<file path="src/rtl/hazard_ctrl_pkg.sv">
// Shared constants for the pipeline hazard controller: forwarding codes,
// FSM encodings, parameter defaults and the control-output bundle patterns.
package hazard_ctrl_pkg;

  localparam logic [1:0] FWD_RF = 2'b00;
  localparam logic [1:0] FWD_W  = 2'b01;
  localparam logic [1:0] FWD_M  = 2'b10;

  localparam logic [1:0] HZ_RUN    = 2'd0;
  localparam logic [1:0] HZ_MDBUSY = 2'd1;
  localparam logic [1:0] HZ_HALT   = 2'd2;

  localparam int MD_CYCLES_DEFAULT   = 32;
  localparam int MEM_TIMEOUT_DEFAULT = 255;

  typedef struct packed {
    logic pcen;
    logic stallD;
    logic stallE;
    logic stallM;
    logic flushD;
    logic flushE;
    logic flushM;
    logic flushW;
    logic md_done;
    logic mem_err;
  } hz_ctrl_t;

  // Field order: pcen, stallD/E/M, flushD/E/M/W, md_done, mem_err
  localparam hz_ctrl_t CTRL_RUN      = 10'b1_000_0000_0_0;
  localparam hz_ctrl_t CTRL_RESET    = 10'b0_000_1111_0_0;
  localparam hz_ctrl_t CTRL_LOAD_USE = 10'b0_100_0100_0_0;
  localparam hz_ctrl_t CTRL_REDIRECT = 10'b1_000_1100_0_0;
  localparam hz_ctrl_t CTRL_MD_STALL = 10'b0_110_0010_0_0;
  localparam hz_ctrl_t CTRL_MD_DONE  = 10'b1_000_0000_1_0;
  localparam hz_ctrl_t CTRL_MEM_WAIT = 10'b0_111_0001_0_0;
  localparam hz_ctrl_t CTRL_HALT     = 10'b0_111_0000_0_1;

endpackage

</file>
<file path="src/rtl/fwd_sel.sv">
// EX operand forwarding select for one source register; the M stage
// result takes priority over W, and x0 is never forwarded.
module fwd_sel
  import hazard_ctrl_pkg::*;
(
  input  logic [4:0] i_rsE,
  input  logic [4:0] i_rdM,
  input  logic       i_regwriteM,
  input  logic [4:0] i_rdW,
  input  logic       i_regwriteW,
  output logic [1:0] o_fwd
);

  always_comb begin
    o_fwd = FWD_RF;
    if (i_regwriteM && (i_rdM != 5'd0) && (i_rdM == i_rsE)) begin
      o_fwd = FWD_M;
    end else if (i_regwriteW && (i_rdW != 5'd0) && (i_rdW == i_rsE)) begin
      o_fwd = FWD_W;
    end
  end

endmodule

</file>
<file path="src/rtl/hazard_ctrl.sv">
// Pipeline hazard controller: forwarding, load-use stall, redirect flush,
// multi-cycle mul/div stall and data-memory wait with timeout halt.
module hazard_ctrl
  import hazard_ctrl_pkg::*;
#(
  parameter int MD_CYCLES   = MD_CYCLES_DEFAULT,
  parameter int MEM_TIMEOUT = MEM_TIMEOUT_DEFAULT
) (
  input  logic       clk,
  input  logic       reset,
  input  logic [4:0] rs1D,
  input  logic [4:0] rs2D,
  input  logic [4:0] rs1E,
  input  logic [4:0] rs2E,
  input  logic [4:0] rdE,
  input  logic       memreadE,
  input  logic [4:0] rdM,
  input  logic [4:0] rdW,
  input  logic       regwriteM,
  input  logic       regwriteW,
  input  logic       jumpE,
  input  logic       mdstartE,
  input  logic       dmem_waitM,
  output logic       pcen,
  output logic       stallD,
  output logic       stallE,
  output logic       stallM,
  output logic       flushD,
  output logic       flushE,
  output logic       flushM,
  output logic       flushW,
  output logic [1:0] forwardAE,
  output logic [1:0] forwardBE,
  output logic       md_done,
  output logic       mem_err
);

  localparam logic [7:0] MD_LOAD    = 8'(MD_CYCLES - 1);
  localparam logic [8:0] WAIT_LIMIT = 9'(MEM_TIMEOUT);

  logic [1:0] r_state;
  logic [1:0] w_state_nxt;
  logic [7:0] r_mdcnt;
  logic [7:0] w_mdcnt_nxt;
  logic [7:0] r_waitcnt;
  logic [7:0] w_waitcnt_nxt;
  logic [8:0] w_waitcnt_inc;
  logic       w_load_use;
  hz_ctrl_t   w_ctrl;

  assign w_load_use    = memreadE && (rdE != 5'd0) && ((rdE == rs1D) || (rdE == rs2D));
  assign w_waitcnt_inc = {1'b0, r_waitcnt} + 9'd1;

  always_comb begin
    w_state_nxt   = r_state;
    w_mdcnt_nxt   = r_mdcnt;
    w_waitcnt_nxt = 8'd0;
    w_ctrl        = CTRL_RUN;
    case (r_state)
      HZ_HALT: begin
        w_ctrl        = CTRL_HALT;
        w_waitcnt_nxt = r_waitcnt;
      end
      default: begin
        if (dmem_waitM) begin
          // Memory wait freezes the whole pipe, including an mul/div countdown
          w_ctrl        = CTRL_MEM_WAIT;
          w_waitcnt_nxt = w_waitcnt_inc[7:0];
          if (w_waitcnt_inc == WAIT_LIMIT) begin
            w_state_nxt = HZ_HALT;
          end
        end else if (r_state == HZ_MDBUSY) begin
          if (r_mdcnt != 8'd0) begin
            w_ctrl      = CTRL_MD_STALL;
            w_mdcnt_nxt = r_mdcnt - 8'd1;
          end else begin
            w_ctrl      = CTRL_MD_DONE;
            w_state_nxt = HZ_RUN;
          end
        end else if (mdstartE) begin
          // The mul/div occupies EX, so it outranks a redirect or load-use
          w_ctrl      = CTRL_MD_STALL;
          w_state_nxt = HZ_MDBUSY;
          w_mdcnt_nxt = MD_LOAD;
        end else if (jumpE) begin
          w_ctrl = CTRL_REDIRECT;
        end else if (w_load_use) begin
          w_ctrl = CTRL_LOAD_USE;
        end
      end
    endcase
    if (reset) begin
      w_ctrl = CTRL_RESET;
    end
  end

  always_ff @(posedge clk) begin
    if (reset) begin
      r_state   <= HZ_RUN;
      r_mdcnt   <= 8'd0;
      r_waitcnt <= 8'd0;
    end else begin
      r_state   <= w_state_nxt;
      r_mdcnt   <= w_mdcnt_nxt;
      r_waitcnt <= w_waitcnt_nxt;
    end
  end

  assign pcen    = w_ctrl.pcen;
  assign stallD  = w_ctrl.stallD;
  assign stallE  = w_ctrl.stallE;
  assign stallM  = w_ctrl.stallM;
  assign flushD  = w_ctrl.flushD;
  assign flushE  = w_ctrl.flushE;
  assign flushM  = w_ctrl.flushM;
  assign flushW  = w_ctrl.flushW;
  assign md_done = w_ctrl.md_done;
  assign mem_err = w_ctrl.mem_err;

  fwd_sel u_fwd_a (
    .i_rsE       (rs1E),
    .i_rdM       (rdM),
    .i_regwriteM (regwriteM),
    .i_rdW       (rdW),
    .i_regwriteW (regwriteW),
    .o_fwd       (forwardAE)
  );

  fwd_sel u_fwd_b (
    .i_rsE       (rs2E),
    .i_rdM       (rdM),
    .i_regwriteM (regwriteM),
    .i_rdW       (rdW),
    .i_regwriteW (regwriteW),
    .o_fwd       (forwardBE)
  );

endmodule

</file>
<file path="config.mk">
export PLATFORM = sky130hd
export DESIGN_NAME = hazard_ctrl
export DESIGN_NICKNAME = d
export VERILOG_FILES = /design/src/rtl/hazard_ctrl_pkg.sv /design/src/rtl/fwd_sel.sv /design/src/rtl/hazard_ctrl.sv
export SDC_FILE = /design/constraint.sdc
export NUM_CORES = 1
export LEC_CHECK = 0
export BUFFER_PORTS_ARGS = -buffer_cell sky130_fd_sc_hd__buf_2
export CAP_MARGIN = 20
export CELL_PAD_IN_SITES_DETAIL_PLACEMENT = 1
export CELL_PAD_IN_SITES_GLOBAL_PLACEMENT = 2
export CORE_UTILIZATION = 25
export DETAILED_ROUTE_END_ITERATION = 7
export PLACE_DENSITY = 0.81
export SLEW_MARGIN = 40
export SYNTH_ARGS = -nofsm -noshare
export SYNTH_HDL_FRONTEND = slang
export SYNTH_HIERARCHICAL = 1
export SYNTH_SLANG_ARGS = --single-unit
</file>
<file path="constraint.sdc">
create_clock -name clk -period 1.9 [get_ports clk]
set_clock_uncertainty 0.15 [all_clocks]
set_input_delay 0.095 -clock clk [delete_from_list [all_inputs] [get_ports clk]]
set_output_delay 0.095 -clock clk [all_outputs]
set_load 0.05 [all_outputs]
</file>
==> results <==
- The post-route netlist has 49.5% of its cells at a drive strength greater than 1.
- VDD sags by at most 0.214 mV.
- Setup repair after global routing could not meet its margin everywhere.
- In this run, synthesis produced a sequential element count of 18.
- The final hold violation count is 0.
- After layout, the worst path uses 110% of the clock period.
- The element type at the critical path start is a flop.
- The residual DRC count is 0.
- The summed instance area of the synthesized netlist is 1590 um^2.
- Summed over all cells, the static leakage comes to 1.03 nW.
- The flow ran to the end, but the final reports show violations.
- Dividing the synthesized area by the synthesized cell count gives 7.86 um^2.
- The commonest cells after synthesis are sky130_fd_sc_hd__nor2_1 (25), sky130_fd_sc_hd__xnor2_1 (22), sky130_fd_sc_hd__dfxtp_1 (18).
- Global routing used 16.5% of the available tracks.
- The total I/O pin count is 57.
- The synthesis-to-layout area growth is 57.3%.
- After technology mapping, the gate count stands at 202.
- The number of standard-cell rows in the floorplan is 28.
- The most common cell in the synthesized netlist is sky130_fd_sc_hd__nor2_1.
- At the end of the flow, the number of nets in the layout was 341.
- The later pin in the worst-skew pair is clocked with a latency of 0.26 ns.
- For this configuration, the core starts out at a cell density of 26.3%.
- TritonCTS built the clock tree.
- The number of max-slew violations in the final report is 0.
- Input and output buffers added on the ports amount to 56.
- Measured along the x axis, the die boundary spans 81.7 um.
- The tree is rooted in a sky130_fd_sc_hd__clkbuf_8.
- The via count of the first global-routing pass came to 1,797.
- The total overflow reported by the global router is 0.
- The slowest stage of the critical path is the sky130_fd_sc_hd__dfxtp_2 cell.
- The placed standard-cell area is 2200 um^2.
- In this run the deepest clock path goes through 2 buffers.
- The level count of the clock H-tree is 1.
- Clock tree synthesis found a total of 18 sinks.
- Of all flip-flops after synthesis, the portion carrying an async set or reset was 0%.
- The max-cap violation count is 0.
- The slack of the critical path is -0.198 ns.
- The library cell occupying the most area in the post-synthesis netlist is sky130_fd_sc_hd__dfxtp_1.
- The HPWL after detailed placement is 4060 um.
- The path type of the worst setup path is flop to output pin.
- Of the synthesized area, sequential elements account for 22.7%.
- Data on the critical path arrives at its endpoint at 1.85 ns.
- Using the TritonRoute via totals, the vias-per-cell ratio works out to 4.96.
- The core footprint is 6030 um^2.
- Traced cell by cell, the critical path runs through nor4_4, buf_4, a311oi_4, buf_4, or3_4, buf_8.
- The cell area after layout is 2500 um^2.
- For the pin with the worst max-slew slack, the measured transition is 0.388 ns.
- The number of library cell types mapped by synthesis is 48.
- The routed layout has 1,827 vias.
- In this run the critical register-to-register path is launched from r_mdcnt[5]$_SDFFE_PP0P_.
- STA classifies the critical path endpoint as an output pin.
- By area the synthesized netlist is led by sky130_fd_sc_hd__dfxtp_1 (23%), sky130_fd_sc_hd__xnor2_1 (12%), sky130_fd_sc_hd__xor2_1 (6.6%), sky130_fd_sc_hd__nor2_1 (5.9%), sky130_fd_sc_hd__nand2_1 (3.5%).
- The first global-routing pass estimated 8450 um of wire.
- The checks that failed: negative setup slack.
- The dominant synthesized flop cell is sky130_fd_sc_hd__dfxtp_1.
- The achievable frequency is 0.477 GHz.
- The most critical setup path has its startpoint at r_mdcnt[4]$_SDFFE_PP0P_.
- Entering global routing, the biggest net connects 12 pins.
- The wire length per cell after detailed routing is 15.0 um.
- In this design, the critical path's most frequently occurring cell is sky130_fd_sc_hd__buf_4.
- The floorplan die area is 6670 um^2.
- The path category of the worst min-delay check is input pin to flop.
- In this run, CTS created clock tree buffers numbering 3.
- The largest driver fanout on the critical path is 4.
- The count of antenna diodes in the layout is 0.
- The clock slew seen by the registers of the worst setup and hold paths is 0.07 ns.
- The pre-antenna-repair detailed-routing pass consisted of 4 iterations.
- The initial antenna violation count came to 0.
- For met1 alone, demand over resource in global routing was 19.6%.
- The count of yosys warnings during synthesis is 6.
- The global routing met3 resource utilization is 2.22%.
- The vertical die dimension is 81.7 um.
- The final routed wirelength across all metal layers is 5520 um.
- In this design, the stage delay of the slowest critical-path cell is 0.34 ns.
- The core occupancy in the finished layout is 41.4%.
- The worst min-delay path startpoint is mdstartE.
- When the netlist entered floorplanning its net count stood at 249.
- The post-route antenna net violation count is 0.
- The relative slew slack is 73.9%.
- The congestion estimate from routability-driven global placement came to 0.781.
- In the global route stage, met2 resource usage came out at 30.2%.
- Data on the critical path is required at its endpoint by 1.65 ns.
- The global-route layer with the greatest usage is met2.
- The worst path in the final design needs a cycle of 2.10 ns, including I/O delays and setup.
- The count of routing violations after the opening detailed-route iteration is 53.
- The power density over the cells is 500 nW/um^2.
- The final-report setup violation count is 8.
- The count of flip-flops with a built-in enable after synthesis is 0.
- The fraction of synthesized cell area taken by the top area cell type is 22.7%.
==> layout make-up <==
| type | count | area, um^2 |
|---|---|---|
| Timing Repair Buffer | 92 | 606 |
| Inverter | 6 | 22.5 |
| Fill cell | 739 | 3530 |
| Clock buffer | 4 | 55.1 |
| Tap cell | 75 | 93.8 |
| Sequential cell | 18 | 378 |
| Multi-Input combinational cell | 173 | 1340 |
==> registers in the layout, indices dropped and copies added (netlist names) <==
| signal | flops |
|---|---|
| r_mdcnt | 8 |
| r_state | 2 |
| r_waitcnt | 8 |
==> stage by stage <==
step	setup slack (ns)	power, W	hold WS (ns)	cells	setup TNS (ns)
final	-0.198	0.00125	0.0984	368	-0.814
after global routing	-0.236	0.00132	0.125	368	-1.47
after CTS	-0.189	0.00123	0.115	364	-0.798
after detailed placement	-0.0958	0.000869	0.225	357	-0.296
after global placement	-0.0362	0.000862	0.210	357	-0.0378
after floorplan	-0.0568	0.000674	0.0949	202	-0.119
==> critical path: cells and delay by family, from the launching register on <==
family	cells	cell delay (ns)
AOI/OAI and AO/OA	1	0.12
buffers and inverters	3	0.52
DFF	1	0.34
and+or+nand+nor	2	0.63
==> cells by family after synthesis <==
kind of cell / after synthesis / synth area share, %
AOI/OAI and AO/OA: 43 / 21.7
xor gates and xnor gates: 34 / 18.8
adders and majority gates: 4 / 3.15
buffers and inverters: 11 / 2.68
DFF: 18 / 22.7
and+or+nand+nor: 92 / 31.0
==> timing repair <==
item	in CTS	in global routing
pin swaps	5	9
resized for setup	30	27
endpoints found under the hold margin	3	0
endpoints found under the setup margin	9	15
buffers inserted	2	4
hold buffers	1	0
==> worst paths after layout <==
kind,to,slack [ns],cells after the start
min reg2reg,r_state[1]$_SDFFE_PP0P_,0.37,2
max reg2reg,r_mdcnt[7]$_SDFFE_PP0P_,-0.14,7
min,r_mdcnt[2]$_SDFFE_PP0P_,0.1,3
max,flushM,-0.20,6
==> power breakdown <==
part	leakage, nW	internal (W)	switching (W)
logic	0.851	0.000238	0.000270
registers	0.152	0.000399	0.0000180
clock network	0.0288	0.000184	0.000140
total	1.03	0.000821	0.000428
==> routing by layer <==
layer	vias to the layer above	part of all wire [%]	routed length, um
met5	-	0	0
met4	0	1.4	79
met3	7	6.2	344
met2	54	48	2660
met1	855	44	2440
li1	911	-	-
==> cell usage in the layout (no fill, tap or decap), types with 2 or more instances in the layout <==
cell,count
sky130_fd_sc_hd__dfxtp_2,11
sky130_fd_sc_hd__nor4_1,3
sky130_fd_sc_hd__a21oi_1,9
sky130_fd_sc_hd__o211ai_1,3
sky130_fd_sc_hd__o21ai_0,2
sky130_fd_sc_hd__nor3_2,4
sky130_fd_sc_hd__nor2_1,24
sky130_fd_sc_hd__nor4_4,2
sky130_fd_sc_hd__xnor2_1,21
sky130_fd_sc_hd__and2_1,2
sky130_fd_sc_hd__nor3_1,8
sky130_fd_sc_hd__nand2b_1,2
sky130_fd_sc_hd__ha_1,2
sky130_fd_sc_hd__buf_6,4
sky130_fd_sc_hd__buf_8,3
sky130_fd_sc_hd__a21oi_2,2
sky130_fd_sc_hd__a2bb2oi_1,2
sky130_fd_sc_hd__nand2b_4,3
sky130_fd_sc_hd__dfxtp_1,6
sky130_fd_sc_hd__nor3b_2,2
sky130_fd_sc_hd__o41ai_2,2
sky130_fd_sc_hd__o21ai_2,2
sky130_fd_sc_hd__a22oi_1,3
sky130_fd_sc_hd__nand3_1,9
sky130_fd_sc_hd__inv_1,4
sky130_fd_sc_hd__inv_2,2
sky130_fd_sc_hd__and3_4,2
sky130_fd_sc_hd__nor2b_1,2
sky130_fd_sc_hd__or4_1,2
sky130_fd_sc_hd__buf_4,34
sky130_fd_sc_hd__a211oi_2,3
sky130_fd_sc_hd__nand2_1,15
sky130_fd_sc_hd__ha_4,2
sky130_fd_sc_hd__buf_2,50
sky130_fd_sc_hd__xor2_1,12
sky130_fd_sc_hd__clkbuf_8,4
(Power assumes the default switching activity.)
